### src/rtl/logic_pkg.sv
// Shared helpers for the logic clock-domain-crossing FIFO family.
package logic_pkg;

    localparam int unsigned LOGIC_POINTER_GUARD_BITS = 32'd1;

    // Number of entries addressed by a memory of the given address width.
    function automatic int unsigned logic_fifo_depth(input int unsigned address_width);
        logic_fifo_depth = 32'd1 << address_width;
    endfunction

endpackage

### src/rtl/write.sv
// Write-side controller of the generic dual-clock FIFO: handshake, write pointer, level and full.
// Optional almost_full register enabled by LOGIC_CLOCK_DOMAIN_CROSSING_WRITE_ALMOST_FULL_EN.
module write
    import logic_pkg::*;
#(
    parameter int unsigned ADDRESS_WIDTH         = 32'd1,
    parameter int unsigned ALMOST_FULL_THRESHOLD = logic_fifo_depth(ADDRESS_WIDTH) - 32'd1
) (
    input  logic                     aclk,
    input  logic                     areset_n,
    input  logic                     rx_tvalid,
    output logic                     rx_tready,
    input  logic [ADDRESS_WIDTH:0]   read_pointer_synced,
    output logic                     write_enable,
    output logic [ADDRESS_WIDTH-1:0] write_address,
    output logic [ADDRESS_WIDTH:0]   write_pointer,
    output logic [ADDRESS_WIDTH:0]   level,
    output logic                     full,
    output logic                     almost_full
);

    localparam int unsigned POINTER_WIDTH = ADDRESS_WIDTH + LOGIC_POINTER_GUARD_BITS;
    localparam int unsigned DEPTH         = logic_fifo_depth(ADDRESS_WIDTH);
    localparam logic [POINTER_WIDTH-1:0] DEPTH_LEVEL = POINTER_WIDTH'(DEPTH);

    logic                     accept_s;
    logic [POINTER_WIDTH-1:0] write_pointer_next_s;
    logic [POINTER_WIDTH-1:0] level_next_s;
    logic                     full_next_s;

    logic [POINTER_WIDTH-1:0] write_pointer_r;
    logic [POINTER_WIDTH-1:0] level_r;
    logic                     full_r;
    logic                     rx_tready_r;

    // Next pointer and level; the subtraction wraps naturally, so a lagging read pointer only overstates the level.
    always_comb begin
        accept_s             = rx_tvalid & rx_tready_r;
        write_pointer_next_s = write_pointer_r + {{(POINTER_WIDTH-1){1'b0}}, accept_s};
        level_next_s         = write_pointer_next_s - read_pointer_synced;
        full_next_s          = (level_next_s == DEPTH_LEVEL);
    end

    // Pointer, level and flag pipeline; ready stays low through reset and rises on the first released edge.
    always_ff @(posedge aclk) begin
        if (!areset_n) begin
            write_pointer_r <= {POINTER_WIDTH{1'b0}};
            level_r         <= {POINTER_WIDTH{1'b0}};
            full_r          <= 1'b0;
            rx_tready_r     <= 1'b0;
        end else begin
            write_pointer_r <= write_pointer_next_s;
            level_r         <= level_next_s;
            full_r          <= full_next_s;
            rx_tready_r     <= !full_next_s;
        end
    end

`ifdef LOGIC_CLOCK_DOMAIN_CROSSING_WRITE_ALMOST_FULL_EN
    localparam logic [POINTER_WIDTH-1:0] ALMOST_FULL_LEVEL = POINTER_WIDTH'(ALMOST_FULL_THRESHOLD);

    logic almost_full_r;

    // Almost-full flag tracks the same next level as full, so both move on the same edge.
    always_ff @(posedge aclk) begin
        if (!areset_n) begin
            almost_full_r <= 1'b0;
        end else begin
            almost_full_r <= (level_next_s >= ALMOST_FULL_LEVEL);
        end
    end

    assign almost_full = almost_full_r;
`else
    assign almost_full = 1'b0;
`endif

    assign rx_tready     = rx_tready_r;
    assign write_enable  = accept_s;
    assign write_address = write_pointer_r[ADDRESS_WIDTH-1:0];
    assign write_pointer = write_pointer_r;
    assign level         = level_r;
    assign full          = full_r;

endmodule

### config.mk
export PLATFORM = sky130hd
export DESIGN_NAME = write
export DESIGN_NICKNAME = d
export VERILOG_FILES = /design/src/rtl/logic_pkg.sv /design/src/rtl/write.sv
export SDC_FILE = /design/constraint.sdc
export NUM_CORES = 1
export LEC_CHECK = 0
export BUFFER_PORTS_ARGS = -buffer_cell sky130_fd_sc_hd__buf_2
export CAP_MARGIN = 20
export CORE_AREA = 3 3 40 42
export DETAILED_ROUTE_END_ITERATION = 8
export DIE_AREA = 0 0 43 45
export PLACE_DENSITY = 0.48
export SLEW_MARGIN = 20
export SYNTH_ARGS = -nofsm -noshare
export SYNTH_HDL_FRONTEND = slang
export SYNTH_SLANG_ARGS = --single-unit
### constraint.sdc
create_clock -name aclk -period 1.4 [get_ports aclk]
set_input_delay 0.28 -clock aclk [delete_from_list [all_inputs] [get_ports aclk]]
set_output_delay 0.28 -clock aclk [all_outputs]
set_load 0.02 [all_outputs]
==> metrics.md, run 1 <==
| Metric | Value |
|---|---|
| Final hold violation count | 0 |
| Clock Pin Slew Worst Setup and Hold Paths | 50 ps |
| First-pass GRT wire length | around 740 um |
| Die width | 43 um |
| Kind of end point of the critical path | flop |
| Cell Count, Final, Fillers Out | 51 |
| Status | finished, violations left |
| N_diodes | 0 |
| Vias/cell | about 3.7 |
| Final period utilization | 104% |
| Worst Hold Path EP | level[1] |
| Core Area | 1280 um^2 |
| Failing checks | setup timing |
| DRC viols | 0 |
| Filler instances | about 140 |
| Layout cells sized above 1 | a little under two thirds |
| Hold Startpoint | areset_n |
| Gr ovfl total | 0 |
| Routed WL per cell | 8.63 um |
| Final setup fails | 3 |
| Site Rows | 13 |
| Pleak | ~0.19 nW |
| Post-layout nets | between 40 and 50 |
| Area after DPL | approximately 340 um^2 |
| Worst clock skew | around 8.3 ps |
| Reg2reg path depth | 7 |
| Design area | roughly 380 um^2 |
| DRT iter0 DRCs | 0 |
| CTS tree | done |
| Setup slack, reg-to-reg | -60 ps |
| Chip Height | 45 um |
| Req. time, crit path | roughly 1500 ps |
| Final Max Tran Viols | 0 |
| Minimum clock period after layout | roughly 1500 ps |
| Seq/Total Area, Yosys | about 50% |
| Vias in the first global route | between 150 and 200 |
| Synth Net Count | 29 |
| Initial Util | between 10% and 20% |
| Total power | about 0.00057 W |
| F_max | 686 MHz |
| Area occupied by registers | 124 um^2 |
| Hold_ws | 297 ps |
| Synth Area per Inst | 10.9 um^2 |
| Mapped cell area | roughly 240 um^2 |
| Worst Setup Slack, final | -58.0 ps |
| FF+latch count, synth | 6 |
| Placer Congestion | a little over 0.6 |
| CTS Buffer Depth | 2 |
| Synth cell types | 12 |
| # clock sinks | 6 |
| Placed cells | 47 |
| Clk root buf | clkbuf_4 |
| Initial antenna violation count | 0 |
| Max Fanout on Critical Path | 3 |
| Final core utilization | 29.3% |
| Hold_buf cts | 0 |
| Overall Global Routing Usage | 6.51% |
| Clk_lat worst skew | ~250 ps |
| Number of setup buffers added after CTS | 0 |
| Max cap viols | 0 |
| Critical Path Source Type | flop |
| Synth-to-layout area growth | 56.8% |
| Crit Path Category | flop to flop |
| DRT antenna net count | 0 |
| Pwr dens | ~1500 nW/um^2 |
| Number of buffers created by CTS | 3 |
| First-pass DRT Iterations | 1 |
| Min-Delay Path Class | input pin to flop |
| Final wirelength | between 400 and 500 um |
| H-tree depth | 1 |
| RR Startpoint | rx_tready |
| Hold depth | 2 |
| Crit Reg-Reg Endpoint | full |
| RSZ-0062 raised after global routing | yes |
| Synthesized instance count | 22 |
| Largest net degree at the start of global routing | 7 |
| Critical Path AT | between 1500 and 2000 ps |
| Multi-input gate area | approximately 140 um^2 |
| Routed via count | about 190 |
| Top-Level Pins | 14 |
| Die ar. | just under 2000 um^2 |
| I/O Buffers | 12 |
| VDD IR max | ~0.00030 V |
| Yosys Warn Count | 0 |
sequential cells by signal, indices dropped and copies added, names as in the netlist:
name / count
write_pointer: 2
level: 2
full: 1
rx_tready: 1
power breakdown:
group | internal [W] | switching (W) | total (W)
logic | 0.0000849 | 0.000101 | 0.000186
clock network | 0.000108 | 0.0000631 | 0.000171
registers | 0.000200 | 0.00000958 | 0.000209
total | 0.000393 | 0.000174 | 0.000566
cell usage in the layout (no fill, tap or decap):
cell	count
a21boi_1	1
and2_1	2
and2_2	1
and2_4	1
and3_1	1
buf_2	12
clkbuf_1	1
clkbuf_4	3
conb_1	1
dfxtp_1	5
dfxtp_4	1
ha_4	2
inv_2	1
nor2b_1	1
xnor2_2	2
xor2_1	1
kinds of logic (layout without fill, tap and decap cells):
| logic type | after synthesis | in the layout | share of synthesized area, % |
|---|---|---|---|
| xor+xnor | 3 | 3 | 10.9 |
| simple gates | 6 | 6 | 16.2 |
| compound gates | 1 | 1 | 3.13 |
| flops | 6 | 6 | 50.0 |
| buf+inv | 3 | 17 | 7.81 |
| fa+ha+maj | 2 | 2 | 10.4 |
| other cells | 1 | 1 | 1.56 |
critical path: stages (launching register included):
cell     delay (ps)
dfxtp_4         330
and2_4          140
ha_4            260
inv_2            40
ha_4            150
xnor2_2         140
xnor2_2         140
and3_1          150
stage by stage:
| stage | worst slack (ps) | setup TNS, ps |
|---|---|---|
| finish | -58.0 | -119 |
| global route | -124 | -316 |
| CTS | -79.3 | -172 |
| detailed placement | -143 | -384 |
| global placement | -111 | -316 |
| floorplan | -116 | -303 |
how the worst max path moves through the flow:
stage | start | endpoint | slack, ps
final | rx_tready | full | -60
after global routing | rx_tready | full | -120
after CTS | rx_tready | full | -80
after detailed placement | rx_tvalid | full | -140
after global placement | rx_tvalid | full | -110
after floorplan | rx_tready | full | -120
synth_stat cells:
master	n	area, um^2
inv_1	1	3.75
and3_1	1	6.26
a21boi_1	1	7.51
nor2b_1	1	6.26
buf_4	2	15.0
xnor2_1	2	17.5
xor2_1	1	8.76
and2_1	3	18.8
ha_1	2	25.0
conb_1	1	3.75
and2_2	1	7.51
dfxtp_1	6	120
routing by layer:
| metal | wire length [um] | track usage (%) | share of wire [%] | vias up |
|---|---|---|---|---|
| li1 | - | - | - | 94 |
| met1 | 114 | 4.37 | 26 | 83 |
| met2 | 252 | 8.08 | 57 | 9 |
| met3 | 54 | 3.59 | 12 | 2 |
| met4 | 19 | 14.5 | 4.3 | 0 |
| met5 | 0 | 0 | 0 | - |
repair_timing:
item	4_1_cts	5_1_grt
setup endpoints to repair	3	3
pin swaps	7	1
resized for setup	0	1
endpoints found under the hold margin	0	0
area by class of cell:
cell class,instances,area share (%)
Multi-Input combinational cell,13,38.2
Sequential cell,6,32.9
Timing Repair Buffer,12,15.9
Clock buffer,4,6.98
Tap cell,15,4.98
Inverter,1,0.997
(Power assumes the default switching activity.)
==> run 2: changes to the inputs <==
--- a/config.mk
+++ b/config.mk
@@ -8,6 +8,7 @@
 export BUFFER_PORTS_ARGS = -buffer_cell sky130_fd_sc_hd__buf_2
 export CAP_MARGIN = 20
 export CORE_AREA = 3 3 40 42
+export CTS_BUF_LIST = sky130_fd_sc_hd__clkbuf_8 sky130_fd_sc_hd__clkbuf_16
 export DETAILED_ROUTE_END_ITERATION = 8
 export DIE_AREA = 0 0 43 45
 export PLACE_DENSITY = 0.48
==> constraint.sdc (replaced) <==
create_clock -name aclk -period 1.3 [get_ports aclk]
set_input_delay 0.26 -clock aclk [delete_from_list [all_inputs] [get_ports aclk]]
set_output_delay 0.26 -clock aclk [all_outputs]
set_load 0.02 [all_outputs]
==> metrics.md, run 2 (synthesis results as in run 1) <==
| Metric | Value |
|---|---|
| Initial antenna violation count | 0 |
| Die width | around 43 um |
| Final hold violation count | 0 |
| Req. time, crit path | approximately 1400 ps |
| CTS tree | done |
| Layout cells sized above 1 | roughly 65% |
| Setup slack, reg-to-reg | -160 ps |
| Overall Global Routing Usage | under 10% |
| Gate power share | a little under a third |
| Design area | just over 400 um^2 |
| Routed via count | around 190 |
| Net Sw Power | 0.000201 W |
| RSZ-0062 raised after global routing | yes |
| Worst Setup SP | rx_tready |
| Crit path cell chain | and2_4 -> ha_4 -> inv_2 -> ha_4 -> xnor2_4 -> xnor2_2 -> and2_1 |
| Stages on worst setup path | 7 |
| # clock sinks | 6 |
| Pwr dens | between 1500 and 2000 nW/um^2 |
| Critical Path Source Type | flop |
| Internal power | between 0.0005 and 0.0006 W |
| Largest net degree at the start of global routing | 7 |
| Failing checks | setup timing |
| Clock network power share | between 30 and 40% |
| Most frequent cells in the layout | buf_2 (12), dfxtp_1 (5), clkbuf_8 (3), and2_1 (2), ha_4 (2) |
| Minimum clock period after layout | 1460 ps |
| RR Startpoint | rx_tready |
| Worst Setup Slack, final | -160 ps |
| DRC viols | 0 |
| Hold_buf cts | 0 |
| Kind of end point of the critical path | flop |
| Final wirelength | ~430 um |
| Max Fanout on Critical Path | 3 |
| Pleak | between 0.2 and 0.25 nW |
| Buf+Inv Stages, Crit Path | 1 |
| I/O Buffers | 12 |
| Vias/cell | approximately 3.6 |
| Core Area | 1280 um^2 |
| Routed WL per cell | 8.35 um |
| Clock Pin Slew Worst Setup and Hold Paths | ~40 ps |
| Worst clock skew | a little under 4 ps |
| Status | finished, violations left |
| Vias in the first global route | roughly 200 |
| Chip Height | about 45 um |
| Gr ovfl total | 0 |
| N_diodes | 0 |
| First-pass DRT Iterations | 1 |
| Number of setup buffers added after CTS | 0 |
| Clk_lat worst skew | between 200 and 250 ps |
| VDD IR max | between 0.0004 and 0.0005 V |
| Site Rows | 13 |
| Synth-to-layout area growth | 72.4% |
| Most common cell after layout, fill and taps aside | buf_2 |
| Crit Reg-Reg Endpoint | level[1] |
| Number of buffers created by CTS | 3 |
| Crit-path slowest cell | dfxtp_4 |
| Final Max Tran Viols | 0 |
| Initial Util | between 10% and 20% |
| Min-Delay Path Class | input pin to flop |
| Final core utilization | 32.2% |
| Max cap viols | 0 |
| CTS Buffer Depth | 2 |
| Placer Congestion | ~0.6 |
| Final period utilization | 112% |
| Sequential power share | roughly 31% |
| Most numerous cell on the critical path | ha_4 |
| Setup_tns | -425 ps |
| Top-Level Pins | 14 |
| CP Capture Point | level[1] |
| H-tree depth | 1 |
| DRT iter0 DRCs | 0 |
| Top delay family on crit path | adder cells |
| DRT antenna net count | 0 |
| Sw frac | approximately 28% |
| Area occupied by registers | ~120 um^2 |
| Post-layout nets | 45 |
| Final setup fails | 3 |
| Filler instances | approximately 140 |
| F_max | approximately 680 MHz |
| Clk root buf | clkbuf_8 |
| Area after DPL | 350 um^2 |
| First-pass GRT wire length | about 750 um |
| Critical Path Max Stage Delay | ~330 ps |
| Die ar. | 1940 um^2 |
| Multi-input gate area | approximately 160 um^2 |
| Reg2reg path depth | 7 |
| Critical Path AT | between 1500 and 2000 ps |
| Crit Path Category | flop to flop |
[run 2: changes by cell type in the layout (fill, tap and decap cells not counted)]
cell / change
clkbuf_4: -3
clkbuf_8: +3
buf_4: +1
clkbuf_1: -1
inv_1: +1
xnor2_2: -1
xnor2_4: +1
[run 2: worst min path at each step]
stage / start / endpoint / cells past startpoint
after floorplan: areset_n / write_pointer[0] / 1
after global placement: areset_n / write_pointer[0] / 2
after detailed placement: areset_n / write_pointer[0] / 2
after CTS: areset_n / write_pointer[0] / 2
after global routing: areset_n / level[1] / 2
final: areset_n / write_pointer[0] / 2
[run 2: per-stage QoR]
| step | total power [W] | instances | hold slack (ps) | worst slack [ps] |
|---|---|---|---|---|
| finish | 0.000726 | 52 | 299 | -160 |
| floorplan | 0.000376 | 22 | 387 | -216 |
| global route | 0.000781 | 52 | 311 | -221 |
| global placement | 0.000430 | 48 | 531 | -218 |
| CTS | 0.000721 | 52 | 297 | -184 |
| detailed placement | 0.000432 | 48 | 531 | -250 |
[run 2: final cells by class]
class,count,share of cell area [%]
Timing Repair Buffer,13,16.3
Multi-Input combinational cell,13,37.5
Tap cell,15,4.53
Clock buffer,3,9.97
Inverter,1,0.906
Sequential cell,6,29.9
Clock inverter,1,0.906
[run 2: power by group through the flow]
stage | combinational [W] | sequential, W | clock, W
2_1_floorplan | 0.000108 | 0.000268 | 0
3_3_place_gp | 0.000201 | 0.000229 | 0
3_5_place_dp | 0.000202 | 0.000230 | 0
4_1_cts | 0.000202 | 0.000227 | 0.000292
5_1_grt | 0.000241 | 0.000230 | 0.000310
6_report | 0.000219 | 0.000226 | 0.000280
[run 2: layer usage]
layer,vias up,part of all wire (%),track usage [%]
li1,94,-,-
met1,77,34,5.33
met2,11,49,7.78
met3,4,8.5,2.39
met4,0,7.8,12.7
met5,-,0,0
[run 2: repair_timing]
item | in CTS | in global routing
gates resized for setup | 0 | 2
endpoints found under the setup margin | 3 | 3
cloned | 0 | 0
pin swaps | 6 | 3
==> run 3: changes to the inputs <==
--- a/config.mk
+++ b/config.mk
@@ -5,13 +5,14 @@
 export SDC_FILE = /design/constraint.sdc
 export NUM_CORES = 1
 export LEC_CHECK = 0
+export ABC_AREA = 1
 export BUFFER_PORTS_ARGS = -buffer_cell sky130_fd_sc_hd__buf_2
 export CAP_MARGIN = 20
 export CORE_AREA = 3 3 40 42
 export CTS_BUF_LIST = sky130_fd_sc_hd__clkbuf_8 sky130_fd_sc_hd__clkbuf_16
 export DETAILED_ROUTE_END_ITERATION = 8
 export DIE_AREA = 0 0 43 45
-export PLACE_DENSITY = 0.48
+export PLACE_DENSITY = 0.53
 export SLEW_MARGIN = 20
 export SYNTH_ARGS = -nofsm -noshare
 export SYNTH_HDL_FRONTEND = slang
==> metrics.md, run 3 <==
| Metric | Value |
|---|---|
| Top-Level Pins | 14 |
| Net Sw Power | between 0.0002 and 0.0003 W |
| Max cap viols | 0 |
| Clk root buf | clkbuf_8 |
| Kind of end point of the critical path | flop |
| Hold Startpoint | areset_n |
| Failing checks | setup timing |
| Commonest cells post-synth | nand2_1 (13), inv_1 (7), dfxtp_1 (6) |
| Yosys top cell by area | dfxtp_1 |
| I/O Buffers | 12 |
| Setup slack, reg-to-reg | -80 ps |
| Initial antenna violation count | 0 |
| Routed WL per cell | around 8.5 um |
| Mapped cell area | around 290 um^2 |
| First-pass GRT wire length | 959 um |
| First-pass DRT Iterations | 2 |
| Synth cell types | 14 |
| Clk_lat worst skew | around 220 ps |
| Most common cell after layout, fill and taps aside | buf_2 |
| Worst Setup Slack, final | -80.8 ps |
| Clock network power share | about a third |
| Final hold violation count | 0 |
| Detailed Place HPWL | between 400 and 500 um |
| Sequential power share | just under 30% |
| Post-synth EDFFs | 0 |
| Most numerous cell on the critical path | ha_4 |
| Min-Delay Path Class | input pin to flop |
| Worst clock skew | around 6.2 ps |
| Compound-gate portion of the synthesized area | 3.42% |
| Gate power share | a little under two fifths |
| Sw frac | around a third |
| # clock sinks | 6 |
| Status | finished, violations left |
| RR Startpoint | rx_tready |
| Critical Path Source Type | flop |
| Chip Height | about 45 um |
| Final wirelength | a little under 600 um |
| Total power | 0.000858 W |
| Die ar. | just under 2000 um^2 |
| Pleak | around 0.25 nW |
| FF+latch count, synth | 6 |
| Req. time, crit path | 1410 ps |
| DRT iter0 DRCs | 3 |
| Crit path cell chain | nand2_4 -> inv_6 -> ha_4 -> inv_2 -> ha_4 -> xnor2_2 -> nand2_2 -> nand3_1 -> o21ai_1 |
| Gr ovfl total | 0 |
| Placed cells | 66 |
| Post-Synth XOR/XNOR Area | around 3.0% |
| Largest family of logic cells by synthesized area | simple AND/OR/NAND/NOR gates |
| CTS Buffer Depth | 2 |
| Synth-to-layout area growth | 56.4% |
| H-tree depth | 1 |
| Clock Pin Slew Worst Setup and Hold Paths | 40 ps |
| Pre-CTS WS | -145 ps |
| Synth async-reset ratio | 0% |
| Core Area | 1280 um^2 |
| Hold_ws | ~280 ps |
| Placer Congestion | 0.677 |
| Reg2reg path depth | 9 |
| RSZ-0062 raised after global routing | yes |
| N_diodes | 0 |
| Largest net degree at the start of global routing | 6 |
| Number of buffers created by CTS | 3 |
| Critical Path Max Stage Delay | 340 ps |
| CTS tree | done |
| Most frequent cells in the layout | buf_2 (12), nand2_1 (11), inv_1 (5), dfxtp_1 (4) |
| Vias in the first global route | 267 |
| F_max | between 700 and 800 MHz |
| Pwr dens | roughly 1900 nW/um^2 |
| Synth Area per Inst | approximately 7 um^2 |
| Layout cells sized above 1 | between 50% and 60% |
| Synth top area share | roughly two fifths |
| Yosys Warn Count | 0 |
| Seq/Total Area, Yosys | ~41% |
| Internal power | between 0.0005 and 0.0006 W |
| Crit-path slowest cell | dfxtp_4 |
| DRT antenna net count | 0 |
| VDD IR max | roughly 0.00097 V |
| Initial Util | between 20% and 30% |
| Cell Count, Final, Fillers Out | 70 |
| Count leader, synth | nand2_1 |
| Post-layout nets | 63 |
| DRC viols | 0 |
| Overall Global Routing Usage | 7.18% |
| Final setup fails | 3 |
| Main flop type after synthesis | dfxtp_1 |
| Worst Setup SP | rx_tready |
| Site Rows | 13 |
| Mux cell area share after synthesis | 0% |
| Max Fanout on Critical Path | 3 |
| Final Max Tran Viols | 0 |
| Crit Path Category | flop to flop |
| Synth Net Count | between 40 and 50 |
| Final period utilization | 106% |
| Worst Hold Path EP | write_pointer[0] |
| Die width | about 43 um |
| Hold depth | 3 |
| Hold_buf cts | 0 |
| Vias/cell | a little under 4 |
| Simple-gate share of the synthesized area | a little over a quarter |
| Adder-Cell Fraction of Synth Area | 8.55% |
| Critical Path AT | 1490 ps |
| Minimum clock period after layout | around 1400 ps |
| Routed via count | roughly 270 |
| Synth area leaders | dfxtp_1 (41%), nand2_1 (17%), inv_1 (9.0%) |
| Synthesized instance count | 41 |
| Crit Reg-Reg Endpoint | rx_tready |
==> run 3: worst max-delay path, delay by kind of cell, from the launching register on <==
kind,cells,cell delay [ps]
XOR/XNOR,1,130
AO/OA/AOI/OAI,1,60
AND/OR/NAND/NOR,3,240
buffers and inverters,2,70
adder cells (fa/ha/maj),2,420
flip-flops,1,340
==> run 3: kinds of logic (layout without fill, tap and decap cells) <==
group,count (synthesis),after routing
simple gates,19,19
buf+inv,10,24
flops,6,6
fa+ha+maj,2,2
compound gates,2,2
other cells,1,1
xor+xnor,1,1
==> run 3: per-stage QoR <==
| stage | utilization [%] | cell area [um^2] | TNS, ps |
|---|---|---|---|
| CTS | 35.6 | 458 | -191 |
| floorplan | - | 335 | -120 |
| detailed placement | 31.1 | 399 | -348 |
| global route | 35.6 | 458 | -383 |
| global placement | 31.1 | 399 | -369 |
| finish | 35.6 | 458 | -169 |
==> run 3: power by group through the flow <==
| stage | registers (W) | logic [W] | clock network [W] |
|---|---|---|---|
| 6_report | 0.000255 | 0.000323 | 0.000280 |
| 4_1_cts | 0.000256 | 0.000326 | 0.000289 |
| 2_1_floorplan | 0.000306 | 0.000186 | 0 |
| 5_1_grt | 0.000258 | 0.000354 | 0.000309 |
| 3_5_place_dp | 0.000257 | 0.000309 | 0 |
| 3_3_place_gp | 0.000256 | 0.000308 | 0 |
==> run 3: how the worst max path moves through the flow <==
stage / end / slack, ps / depth (start not counted)
2_1_floorplan: rx_tready / -60 / 9
6_report: rx_tready / -80 / 9
3_5_place_dp: rx_tready / -140 / 10
3_3_place_gp: rx_tready / -150 / 10
4_1_cts: full / -90 / 12
5_1_grt: full / -160 / 10
==> run 3: layout make-up <==
cell class | instances | area (um^2)
clock buffer | 3 | 41.3
clock inverter | 1 | 3.75
fill | 144 | 827
inverter | 8 | 35.0
multi-input combinational | 25 | 174
sequential | 6 | 125
tap | 15 | 18.8
timing repair buffer | 12 | 60.1
==> run 3: routing by layer <==
metal,routed length (um),track usage (%)
met1,238,5.58
met3,71,7.17
met5,0,0
met4,0,0
met2,282,13.5
==> run 3: timing repair <==
item                                    4_1_cts  5_1_grt
buffers inserted                              0        0
pin swaps                                     4        1
resized for setup                             3        1
cloned                                        0        0
endpoints found under the setup margin        3        3
